`src/rtl/uart_sched_pkg.sv`:
```
// ---------------------------------------------------------------------------
// uart_sched_pkg
// Shared definitions for the UART transmit scheduler: the FSM state
// encoding, the default frame gap and watchdog limits, and the byte width
// used for the requester and transmitter data paths.
// ---------------------------------------------------------------------------
package uart_sched_pkg;

    localparam int BYTE_W          = 8;
    localparam int GAP_CYCLES_DEF  = 4;
    localparam int WDOG_CYCLES_DEF = 4096;

    typedef enum logic [2:0] {
        ST_OFF    = 3'd0,
        ST_IDLE   = 3'd1,
        ST_GRANT  = 3'd2,
        ST_LAUNCH = 3'd3,
        ST_SEND   = 3'd4,
        ST_GAP    = 3'd5
    } sched_state_t;

endpackage

```
`src/rtl/uart_tx_scheduler_if.sv`:
```
// ---------------------------------------------------------------------------
// uart_tx_scheduler_if
// Bundles the requester handshake and the transmitter control lines that
// the scheduler sits between.
//   req_valid [NUM_REQ]    requester i has a byte pending
//   req_data  [NUM_REQ*8]  byte of requester i at [8i+7:8i]
//   req_ready [NUM_REQ]    one-cycle accept pulse to requester i
//   Tx_DATA   [8]          byte to the transmitter
//   Tx_WR                  write strobe to the transmitter
//   Tx_EN                  transmitter enable
//   Tx_BUSY                transmitter busy (START..PARITY)
// Modports: master = scheduler side, slave = requesters + transmitter side.
// ---------------------------------------------------------------------------
interface uart_tx_scheduler_if #(
    parameter int NUM_REQ = 4
);
    import uart_sched_pkg::*;

    logic [NUM_REQ-1:0]        req_valid;
    logic [NUM_REQ*BYTE_W-1:0] req_data;
    logic [NUM_REQ-1:0]        req_ready;
    logic [BYTE_W-1:0]         Tx_DATA;
    logic                      Tx_WR;
    logic                      Tx_EN;
    logic                      Tx_BUSY;

    modport master (
        input  req_valid, req_data, Tx_BUSY,
        output req_ready, Tx_DATA, Tx_WR, Tx_EN
    );

    modport slave (
        output req_valid, req_data, Tx_BUSY,
        input  req_ready, Tx_DATA, Tx_WR, Tx_EN
    );

endinterface

```
`src/rtl/uart_tx_scheduler_rr_arbiter.sv`:
```
// ---------------------------------------------------------------------------
// rr_arbiter
// Combinational round-robin pick. Searches the valid vector starting one
// position above the pointer and wrapping, so the last winner has the
// lowest priority in the next round.
//   i_valid     [NUM_REQ]  request vector
//   i_ptr       [IDX_W]    index of the previous winner
//   o_win       [IDX_W]    index of the selected requester
//   o_any_valid            at least one request is pending
// ---------------------------------------------------------------------------
module rr_arbiter
    import uart_sched_pkg::*;
#(
    parameter int NUM_REQ = 4,
    parameter int IDX_W   = $clog2(NUM_REQ)
) (
    input  logic [NUM_REQ-1:0] i_valid,
    input  logic [IDX_W-1:0]   i_ptr,
    output logic [IDX_W-1:0]   o_win,
    output logic               o_any_valid
);

    logic [IDX_W-1:0] w_idx;
    logic             w_found;

    // Walk ptr+1, ptr+2, ... ptr+NUM_REQ (mod NUM_REQ); the previous
    // winner itself is visited last, so it only wins when it is alone.
    always_comb begin
        o_win   = '0;
        w_found = 1'b0;
        w_idx   = '0;
        for (int i = 1; i <= NUM_REQ; i++) begin
            w_idx = IDX_W'((int'(i_ptr) + i) % NUM_REQ);
            if (!w_found && i_valid[w_idx]) begin
                w_found = 1'b1;
                o_win   = w_idx;
            end
        end
    end

    assign o_any_valid = |i_valid;

endmodule

```
`src/rtl/uart_tx_scheduler.sv`:
```
// ---------------------------------------------------------------------------
// uart_tx_scheduler
// Shares one UART transmitter among NUM_REQ byte sources. A round-robin
// arbiter picks a requester, the byte is latched and held on Tx_DATA for
// the whole frame, Tx_WR is strobed until the transmitter reports busy,
// and a fixed idle gap follows every frame so the transmitter can settle.
//   clk           system clock
//   rst_n         asynchronous active-low reset
//   i_sched_en    global enable, 0 parks the transmitter in OFF
//   i_err_clr     clears the sticky watchdog flag
//   o_grant_id    index of the requester owning the current/last frame
//   o_sched_busy  high from grant until the post-frame gap ends
//   o_wdog_err    sticky watchdog abort flag
//   bus           uart_tx_scheduler_if.master (requesters + transmitter)
// Optional feature: define UART_SCHED_WDOG_EN to abort a frame when the
// transmitter fails to complete within WDOG_CYCLES clocks. Without it the
// scheduler waits indefinitely and o_wdog_err is tied low.
// ---------------------------------------------------------------------------
module uart_tx_scheduler
    import uart_sched_pkg::*;
#(
    parameter int NUM_REQ     = 4,
    parameter int IDX_W       = $clog2(NUM_REQ),
    parameter int GAP_CYCLES  = GAP_CYCLES_DEF,
    parameter int WDOG_CYCLES = WDOG_CYCLES_DEF
) (
    input  logic                clk,
    input  logic                rst_n,
    input  logic                i_sched_en,
    input  logic                i_err_clr,
    output logic [IDX_W-1:0]    o_grant_id,
    output logic                o_sched_busy,
    output logic                o_wdog_err,
    uart_tx_scheduler_if.master bus
);

    localparam int GAP_W = $clog2(GAP_CYCLES);

    sched_state_t      r_state;
    sched_state_t      w_next;
    logic [IDX_W-1:0]  r_ptr;
    logic [IDX_W-1:0]  r_grant_id;
    logic [BYTE_W-1:0] r_tx_data;
    logic [GAP_W-1:0]  r_gap_cnt;
    logic [IDX_W-1:0]  w_win;
    logic              w_any_valid;
    logic              w_gap_done;
    logic              w_take;
    logic              w_wdog_hit;

    rr_arbiter #(
        .NUM_REQ (NUM_REQ),
        .IDX_W   (IDX_W)
    ) u_arb (
        .i_valid     (bus.req_valid),
        .i_ptr       (r_ptr),
        .o_win       (w_win),
        .o_any_valid (w_any_valid)
    );

    assign w_gap_done = (r_gap_cnt == GAP_W'(GAP_CYCLES - 1));
    assign w_take     = (r_state == ST_IDLE) && (w_next == ST_GRANT);

    // State register; reset drops straight to OFF so Tx_EN/Tx_WR fall
    // without waiting for a clock.
    always_ff @(posedge clk or negedge rst_n) begin
        if (!rst_n) begin
            r_state <= ST_OFF;
        end else begin
            r_state <= w_next;
        end
    end

    // Next-state logic. A watchdog hit in LAUNCH or SEND abandons the frame
    // but still passes through GAP so the transmitter sees a quiet period.
    always_comb begin
        w_next = r_state;
        unique case (r_state)
            ST_OFF: begin
                if (i_sched_en) w_next = ST_IDLE;
            end
            ST_IDLE: begin
                if (!i_sched_en)      w_next = ST_OFF;
                else if (w_any_valid) w_next = ST_GRANT;
            end
            ST_GRANT: begin
                w_next = ST_LAUNCH;
            end
            ST_LAUNCH: begin
                if (w_wdog_hit)       w_next = ST_GAP;
                else if (bus.Tx_BUSY) w_next = ST_SEND;
            end
            ST_SEND: begin
                if (w_wdog_hit)        w_next = ST_GAP;
                else if (!bus.Tx_BUSY) w_next = ST_GAP;
            end
            ST_GAP: begin
                if (w_gap_done) w_next = i_sched_en ? ST_IDLE : ST_OFF;
            end
            default: begin
                w_next = ST_OFF;
            end
        endcase
    end

    // The winner is captured on the IDLE->GRANT edge, so later changes on
    // req_valid/req_data cannot disturb the byte already promised.
    always_ff @(posedge clk or negedge rst_n) begin
        if (!rst_n) begin
            r_tx_data  <= '0;
            r_grant_id <= '0;
            r_ptr      <= IDX_W'(NUM_REQ - 1);
        end else if (w_take) begin
            r_tx_data  <= bus.req_data[int'(w_win) * BYTE_W +: BYTE_W];
            r_grant_id <= w_win;
            r_ptr      <= w_win;
        end
    end

    // Gap counter only runs inside GAP and restarts from zero each frame.
    always_ff @(posedge clk or negedge rst_n) begin
        if (!rst_n) begin
            r_gap_cnt <= '0;
        end else if (r_state == ST_GAP) begin
            r_gap_cnt <= r_gap_cnt + 1'b1;
        end else begin
            r_gap_cnt <= '0;
        end
    end

`ifdef UART_SCHED_WDOG_EN
    localparam int WDOG_W = $clog2(WDOG_CYCLES);

    logic [WDOG_W-1:0] r_wdog_cnt;
    logic              r_wdog_err;
    logic              w_wait;

    assign w_wait     = (r_state == ST_LAUNCH) || (r_state == ST_SEND);
    assign w_wdog_hit = w_wait && (r_wdog_cnt == WDOG_W'(WDOG_CYCLES - 1));

    // Watchdog counts every clock spent waiting on the transmitter,
    // starting fresh at each launch.
    always_ff @(posedge clk or negedge rst_n) begin
        if (!rst_n) begin
            r_wdog_cnt <= '0;
        end else if (w_wait) begin
            r_wdog_cnt <= r_wdog_cnt + 1'b1;
        end else begin
            r_wdog_cnt <= '0;
        end
    end

    // Sticky abort flag; a fresh timeout beats a simultaneous clear so an
    // abort is never silently lost.
    always_ff @(posedge clk or negedge rst_n) begin
        if (!rst_n) begin
            r_wdog_err <= 1'b0;
        end else if (w_wdog_hit) begin
            r_wdog_err <= 1'b1;
        end else if (i_err_clr) begin
            r_wdog_err <= 1'b0;
        end
    end

    assign o_wdog_err = r_wdog_err;
`else
    logic w_unused;

    assign w_wdog_hit = 1'b0;
    assign o_wdog_err = 1'b0;
    assign w_unused   = i_err_clr | (WDOG_CYCLES == 0);
`endif

    // Outputs are decoded from the state register, which the async reset
    // clears, so every one of them goes inactive the moment reset asserts.
    assign bus.Tx_DATA   = r_tx_data;
    assign bus.Tx_WR     = (r_state == ST_LAUNCH);
    assign bus.Tx_EN     = (r_state != ST_OFF);
    assign bus.req_ready = (r_state == ST_GRANT) ? (NUM_REQ'(1) << r_grant_id) : '0;
    assign o_grant_id    = r_grant_id;
    assign o_sched_busy  = (r_state == ST_GRANT) || (r_state == ST_LAUNCH) ||
                           (r_state == ST_SEND)  || (r_state == ST_GAP);

endmodule

```
`src/flat_wrapper.sv`:
```
// flat-port wrapper written by rule: the top's interface ports become plain ports
module uart_tx_scheduler_flat import uart_sched_pkg::*;
#(
    parameter int NUM_REQ     = 4,
    parameter int IDX_W       = $clog2(NUM_REQ),
    parameter int GAP_CYCLES  = GAP_CYCLES_DEF,
    parameter int WDOG_CYCLES = WDOG_CYCLES_DEF
)
  (clk, rst_n, i_sched_en, i_err_clr, o_grant_id, o_sched_busy, o_wdog_err, bus_req_valid, bus_req_data, bus_Tx_BUSY, bus_req_ready, bus_Tx_DATA, bus_Tx_WR, bus_Tx_EN);
  uart_tx_scheduler_if #(.NUM_REQ(NUM_REQ)) bus_i ();
  input  logic clk;
  input  logic rst_n;
  input  logic i_sched_en;
  input  logic i_err_clr;
  output logic [IDX_W-1:0] o_grant_id;
  output logic o_sched_busy;
  output logic o_wdog_err;
  input wire logic [$bits(bus_i.req_valid)-1:0] bus_req_valid;
  input wire logic [$bits(bus_i.req_data)-1:0] bus_req_data;
  input wire logic [$bits(bus_i.Tx_BUSY)-1:0] bus_Tx_BUSY;
  output wire logic [$bits(bus_i.req_ready)-1:0] bus_req_ready;
  output wire logic [$bits(bus_i.Tx_DATA)-1:0] bus_Tx_DATA;
  output wire logic [$bits(bus_i.Tx_WR)-1:0] bus_Tx_WR;
  output wire logic [$bits(bus_i.Tx_EN)-1:0] bus_Tx_EN;
  assign bus_i.req_valid = bus_req_valid;
  assign bus_i.req_data = bus_req_data;
  assign bus_i.Tx_BUSY = bus_Tx_BUSY;
  assign bus_req_ready = bus_i.req_ready;
  assign bus_Tx_DATA = bus_i.Tx_DATA;
  assign bus_Tx_WR = bus_i.Tx_WR;
  assign bus_Tx_EN = bus_i.Tx_EN;
  uart_tx_scheduler #(.NUM_REQ(NUM_REQ), .IDX_W(IDX_W), .GAP_CYCLES(GAP_CYCLES), .WDOG_CYCLES(WDOG_CYCLES)) u_core (.clk(clk), .rst_n(rst_n), .i_sched_en(i_sched_en), .i_err_clr(i_err_clr), .o_grant_id(o_grant_id), .o_sched_busy(o_sched_busy), .o_wdog_err(o_wdog_err), .bus(bus_i));
endmodule
```
`config.mk`:
```
export PLATFORM = sky130hd
export DESIGN_NAME = uart_tx_scheduler_flat
export DESIGN_NICKNAME = d
export VERILOG_FILES = /design/src/rtl/uart_sched_pkg.sv /design/src/rtl/uart_tx_scheduler_if.sv /design/src/rtl/uart_tx_scheduler_rr_arbiter.sv /design/src/rtl/uart_tx_scheduler.sv /design/src/flat_wrapper.sv
export SDC_FILE = /design/constraint.sdc
export NUM_CORES = 1
export LEC_CHECK = 0
export CAP_MARGIN = 20
export CORE_UTILIZATION = 35
export DETAILED_ROUTE_END_ITERATION = 10
export GPL_TIMING_DRIVEN = 0
export PLACE_DENSITY_LB_ADDON = 0.15
export SETUP_SLACK_MARGIN = 0.3
export SYNTH_ARGS = -nofsm -noshare
export SYNTH_HDL_FRONTEND = slang
export SYNTH_SLANG_ARGS = --single-unit
```
`constraint.sdc`:
```
create_clock -name clk -period 1.8 [get_ports clk]
set_input_delay 0.36 -clock clk [delete_from_list [all_inputs] [get_ports clk]]
set_output_delay 0.36 -clock clk [all_outputs]
set_load 0.005 [all_outputs]
```
* After elaboration in Yosys (flattened, before gate mapping) *
Cells that the tools add are included.
Widths: inputs -> output; s select.

cells by class
  add/sub/neg operators = 5
  $mul = 0
  divide/modulo/power cells = 0
  $lt $le $gt $ge = 4
  eq/ne operators = 7
  shift-type cells = 2
  mux-type cells = 25
  bitwise operators = 0
  reduce and logical (&&, ||, !) cells = 13

operator list
  cell                 count
  $shiftx 32x6->8      1
  $mux 3               6
  $pmux 3 s6           1
  $lt 2x3->1 const B   4
  $mux 2               5
  $eq 3x2->1 const B   3
  $bmux 1 s2           4
  $mux 1               8
  $add 2x1->2 const B  3
  $eq 3x3->1 const B   2
  $add 2x2->2 const B  2
  $logic_and 1x1->1    4
  $mux 4               1
  $reduce_or 4->1      1
  $shl 1x2->4 const A  1
  $eq 3x1->1 const B   1
  $logic_not 1->1      3
  $logic_not 3->1      1
  $logic_or 1x1->1     3
  $reduce_bool 3->1    1
  $eq 2x2->1 const B   1

storage, ports and cells
  flip-flop bits (word level) = 17
  bits in latches = 0
  memory bits (writable) = 0
  ROM bits = 0
  bits of input ports = 41
  logic and storage cells = 61
  memories kept = 0

* Logic depth before layout (Yosys ltp) *
  depth in word-level cells = 14
  gate-level depth with buffers = 6
  mapped depth without buffers = 5

* Hierarchy *
From an unflattened synthesis, not the netlist that was laid out.

second synthesis, totals
  cell total of the unflattened synthesis = 90
  area total of the unflattened synthesis = 1076.0 µm²

by module, submodules not included
  module             instances  cells an instance  area each (µm²)
  uart_tx_scheduler  1          76                 994.7
  rr_arbiter         1          14                 81.3

* Worst setup path before layout *
OpenSTA, ideal clock, no wires.

  kind = register to register
  start = register u_core.r_state[2]
  end = register u_core.r_tx_data[6], in the netlist u_core.bus.Tx_DATA[6]
  library setup time = 0.123 ns
  arrival = 1.860 ns
  data required time = 1.677 ns
  slack = -0.183 ns
  cell stages (with the launch flop) = 7
  buffers on the path = 2
  cells stage by stage = dfrtp_1 -> buf_6 -> nor4_4 -> or4b_1 -> buf_2 -> a211o_1 -> o221a_2

on the way
  cells in the longest elaborated chain, start to end = 5
  elaborated cells between the ends (all ways) = 15

RTL lines
  what                    RTL line                  text
  start, declared         uart_tx_scheduler.sv:39   sched_state_t r_state;
  start signal, assigned  uart_tx_scheduler.sv:70   r_state <= w_next;
  $mux 3                  uart_tx_scheduler.sv:84   else if (w_any_valid) w_next = ST_GRANT;
  $mux 3                  uart_tx_scheduler.sv:83   if (!i_sched_en) w_next = ST_OFF;
  $pmux 3 s6              uart_tx_scheduler.sv:78   unique case (r_state)
  $eq 3x2->1              uart_tx_scheduler.sv:62   assign w_take = (r_state == ST_IDLE) && (w_next == ST_GRANT);
  $logic_and 1x1->1 (*)   uart_tx_scheduler.sv:62
  end signal, assigned    uart_tx_scheduler.sv:114  r_tx_data <= bus.req_data[int'(w_win) * BYTE_W +: BYTE_W];
  end, declared           uart_tx_scheduler.sv:43   logic [BYTE_W-1:0] r_tx_data;

Mark *: on every way between the ends. The rest lies on a longest branch, timed or not.
A chain may end at the register's enable or synchronous reset.

* Worst setup path after layout *
  start = register u_core.r_state[2]
  end = register u_core.r_tx_data[7], in the netlist u_core.bus.Tx_DATA[7]

Same word-level chain as after synthesis.

==> results.toml <==
[timing]
period_share_pct = 108
final.setup.tns_ns = -1.27
rsz0062_at_grt = "yes"
timing_hold_violations_final = 0
worstMarginPinSlew_ns = 0.828
slew_violations = 0
relSlewSlack_pct = 44.6
clock_skew_ns = 0.00551
holdWs_ns = 0.439
period_needed_ns = 1.95
layout_setup_ws_ns = -0.152
max_freq_mhz = 512
setup_violations = 15

[die]
rows = 20
die-area_mm2 = 0.00339
die_w_um = 58.2
coreArea_mm2 = 0.00303
io_pins = 59
start_util_pct = 36.6
die_height_um = 58.2

[finish]
final_area_mm2 = 0.00226
syn_to_final_growth_pct = 104
final_core_util_pct = 74.7
final_nets = 262
seqCellArea_um2 = 432
antennaDiodeCount = 0
fillers = 219
drive_gt1_share_pct = 41.6
multi_input_area_um2 = 786

[clock_tree]
clockBufferDepth = 2
cts.reportedPaths.clkPinSlew_ns = 0.12
cts_tree = "built"
numCtsBuffers = 3
hold_buffers = 0
clock_latency_ns = 0.31
htreeDepth = 1
cts.sinks = 17
cts-root-buf = "clkbuf_4"

[worst_setup_path]
worstSetupPathType = "reg -> reg"
critPathLaunchType = "flip-flop"
arrival_ns = 2.15
endpoint_kind = "flip-flop"
critPathRequiredTime_ns = 2.00
r2r_setup_slack_ns = -0.15
cp_max_fo = 6

[global_routing]
grt_util_all_layers_pct = 24.4
first_global_vias = 1388
antenna_found_initial = 0
grt_overflow = 0
grt_pass1_wl_um = 6220
grt_max_degree = 18

[place]
gp_congestion = 0.831
dpl-instance-area_mm2 = 0.00174
portBuffers = 56
hpwl_um = 2240

[routing]
vias = 1357
wl_per_cell_um = 16.3
firstDrtPassIters = 4
vias_per_cell = 5.16
drt-total-wl_um = 4280
drtAntennaViolNets = 0
drtIter0Drc = 70
drc_errors = 0

[run]
max_cap_violations = 0

[power_and_ir_drop]
peakVddDrop_v = 0.000484
power_density_mw_per_mm2 = 1330
p_leak_nw = 0.988

[logic_synthesis]
ys_top_cells_by_area = "dfrtp_1, a211oi_1, mux2i_1, nor3b_1, nor2_1"
synthesis.area_mm2 = 0.00111
synth_area_per_cell_um2 = 9.08
ys_ff_latch = 17
synthArstFlopShare_pct = 100
synth-edff-count = 0
synth-seq-area-share_pct = 38.6
synth_top_area_share_pct = 33.9
synth_nets = 164
synthTopCellsByCount = "nor2_1, dfrtp_1, a211oi_1"
ys.flop_type = "dfrtp_1"
yosys.area.top_type = "dfrtp_1"
yosysWarningCount = 0
syn_inst = 122
yosysMostFrequentCell = "nor2_1"
synthDistinctLibCells = 34

[min_path]
hp-class = "reg -> reg"

[status]
status = "finished with violations"
violations = "negative setup slack"
## where the power goes
| group | leakage [nW] | switching [mW] | internal [mW] |
|---|---|---|---|
| registers | 0.195 | 0.119 | 0.574 |
| clock network | 0.0139 | 0.145 | 0.0848 |
| logic | 0.779 | 0.881 | 1.20 |
## metrics by stage
stage | power, mW | std cells | setup WS, ns
final | 3.00 | 263 | -0.152
after global routing | 3.16 | 263 | -0.191
after CTS | 2.71 | 256 | -0.122
after detailed placement | 1.95 | 222 | -0.872
after global placement | 1.92 | 222 | -0.836
after floorplan | 1.37 | 122 | -0.111
## cells in the final DEF (no fill, tap or decap), types with 3 or more instances in the layout
cell type and n:
dlygate4sd2_1 11, buf_6 16, nand2_1 6, dfrtp_2 3
dfrtp_1 12, clkbuf_4 3, nor3b_1 9, a21oi_1 4
inv_1 4, clkdlybuf4s50_1 34, nor2_1 15, buf_2 5
mux2i_1 8, a211oi_2 5, a211oi_1 9, buf_4 25
## critical path: stages, from the launching register on
cell and delay [ns]:
dfrtp_1 0.40, buf_6 0.14, nor4_4 0.29, or4b_4 0.50
buf_8 0.15, buf_4 0.13, a211oi_2 0.17, a211oi_1 0.07
## state kept, by name, indices dropped and copies added, names as in the netlist
register and count:
u_core.r_gap_cnt 2, u_core.o_grant_id 2, u_core.r_ptr 2, u_core.r_state 3
u_core.bus.Tx_DATA 8
## routing by layer
metal | track usage, % | vias to the layer above | wire, um
met5 | 0 | - | 0
met4 | 9.86 | 0 | 65
met3 | 3.57 | 8 | 215
met2 | 48.4 | 59 | 2400
met1 | 25.0 | 650 | 1600
li1 | - | 640 | -
## timing repair
| item | CTS | global route |
|---|---|---|
| gates cloned | 1 | 0 |
| endpoints found under the hold margin | 0 | 0 |
| pin swaps | 21 | 10 |
| setup endpoints to repair | 31 | 21 |
| resized for setup | 91 | 20 |
| setup buffers | 29 | 7 |
## final timing paths
path                                               startpoint                                 to  depth (start not counted)
worst max-delay path              u_core.r_state[2]$_DFF_PN0_  u_core.bus.Tx_DATA[7]$_DFFE_PN0P_                          7
worst min-delay path            u_core.r_gap_cnt[0]$_DFF_PN0_      u_core.r_gap_cnt[0]$_DFF_PN0_                          1
worst max register to register    u_core.r_state[2]$_DFF_PN0_  u_core.bus.Tx_DATA[7]$_DFFE_PN0P_                          7
worst min register to register  u_core.r_gap_cnt[0]$_DFF_PN0_      u_core.r_gap_cnt[0]$_DFF_PN0_                          1
max in group asynchronous                               rst_n        u_core.r_state[0]$_DFF_PN0_                          1
min in group asynchronous                               rst_n        u_core.r_state[2]$_DFF_PN0_                          1
## cell type report
class | instances | area share (%)
Tap cell | 44 | 2.43
Timing Repair Buffer | 93 | 37.7
Clock buffer | 3 | 0.996
Sequential cell | 17 | 19.1
Inverter | 4 | 0.664
Clock inverter | 1 | 0.332
Multi-Input combinational cell | 94 | 34.8
Buffer | 7 | 4.04
## cell families after synthesis
logic type,synth area share [%]
flip-flops,38.6
AND/OR/NAND/NOR,25.8
adder cells (fa/ha/maj),1.13
other,0.339
AO/OA/AOI/OAI,20.9
multiplexers,8.14
buffers and inverters,5.08
Note: power is estimated with default switching activity, not from simulation.
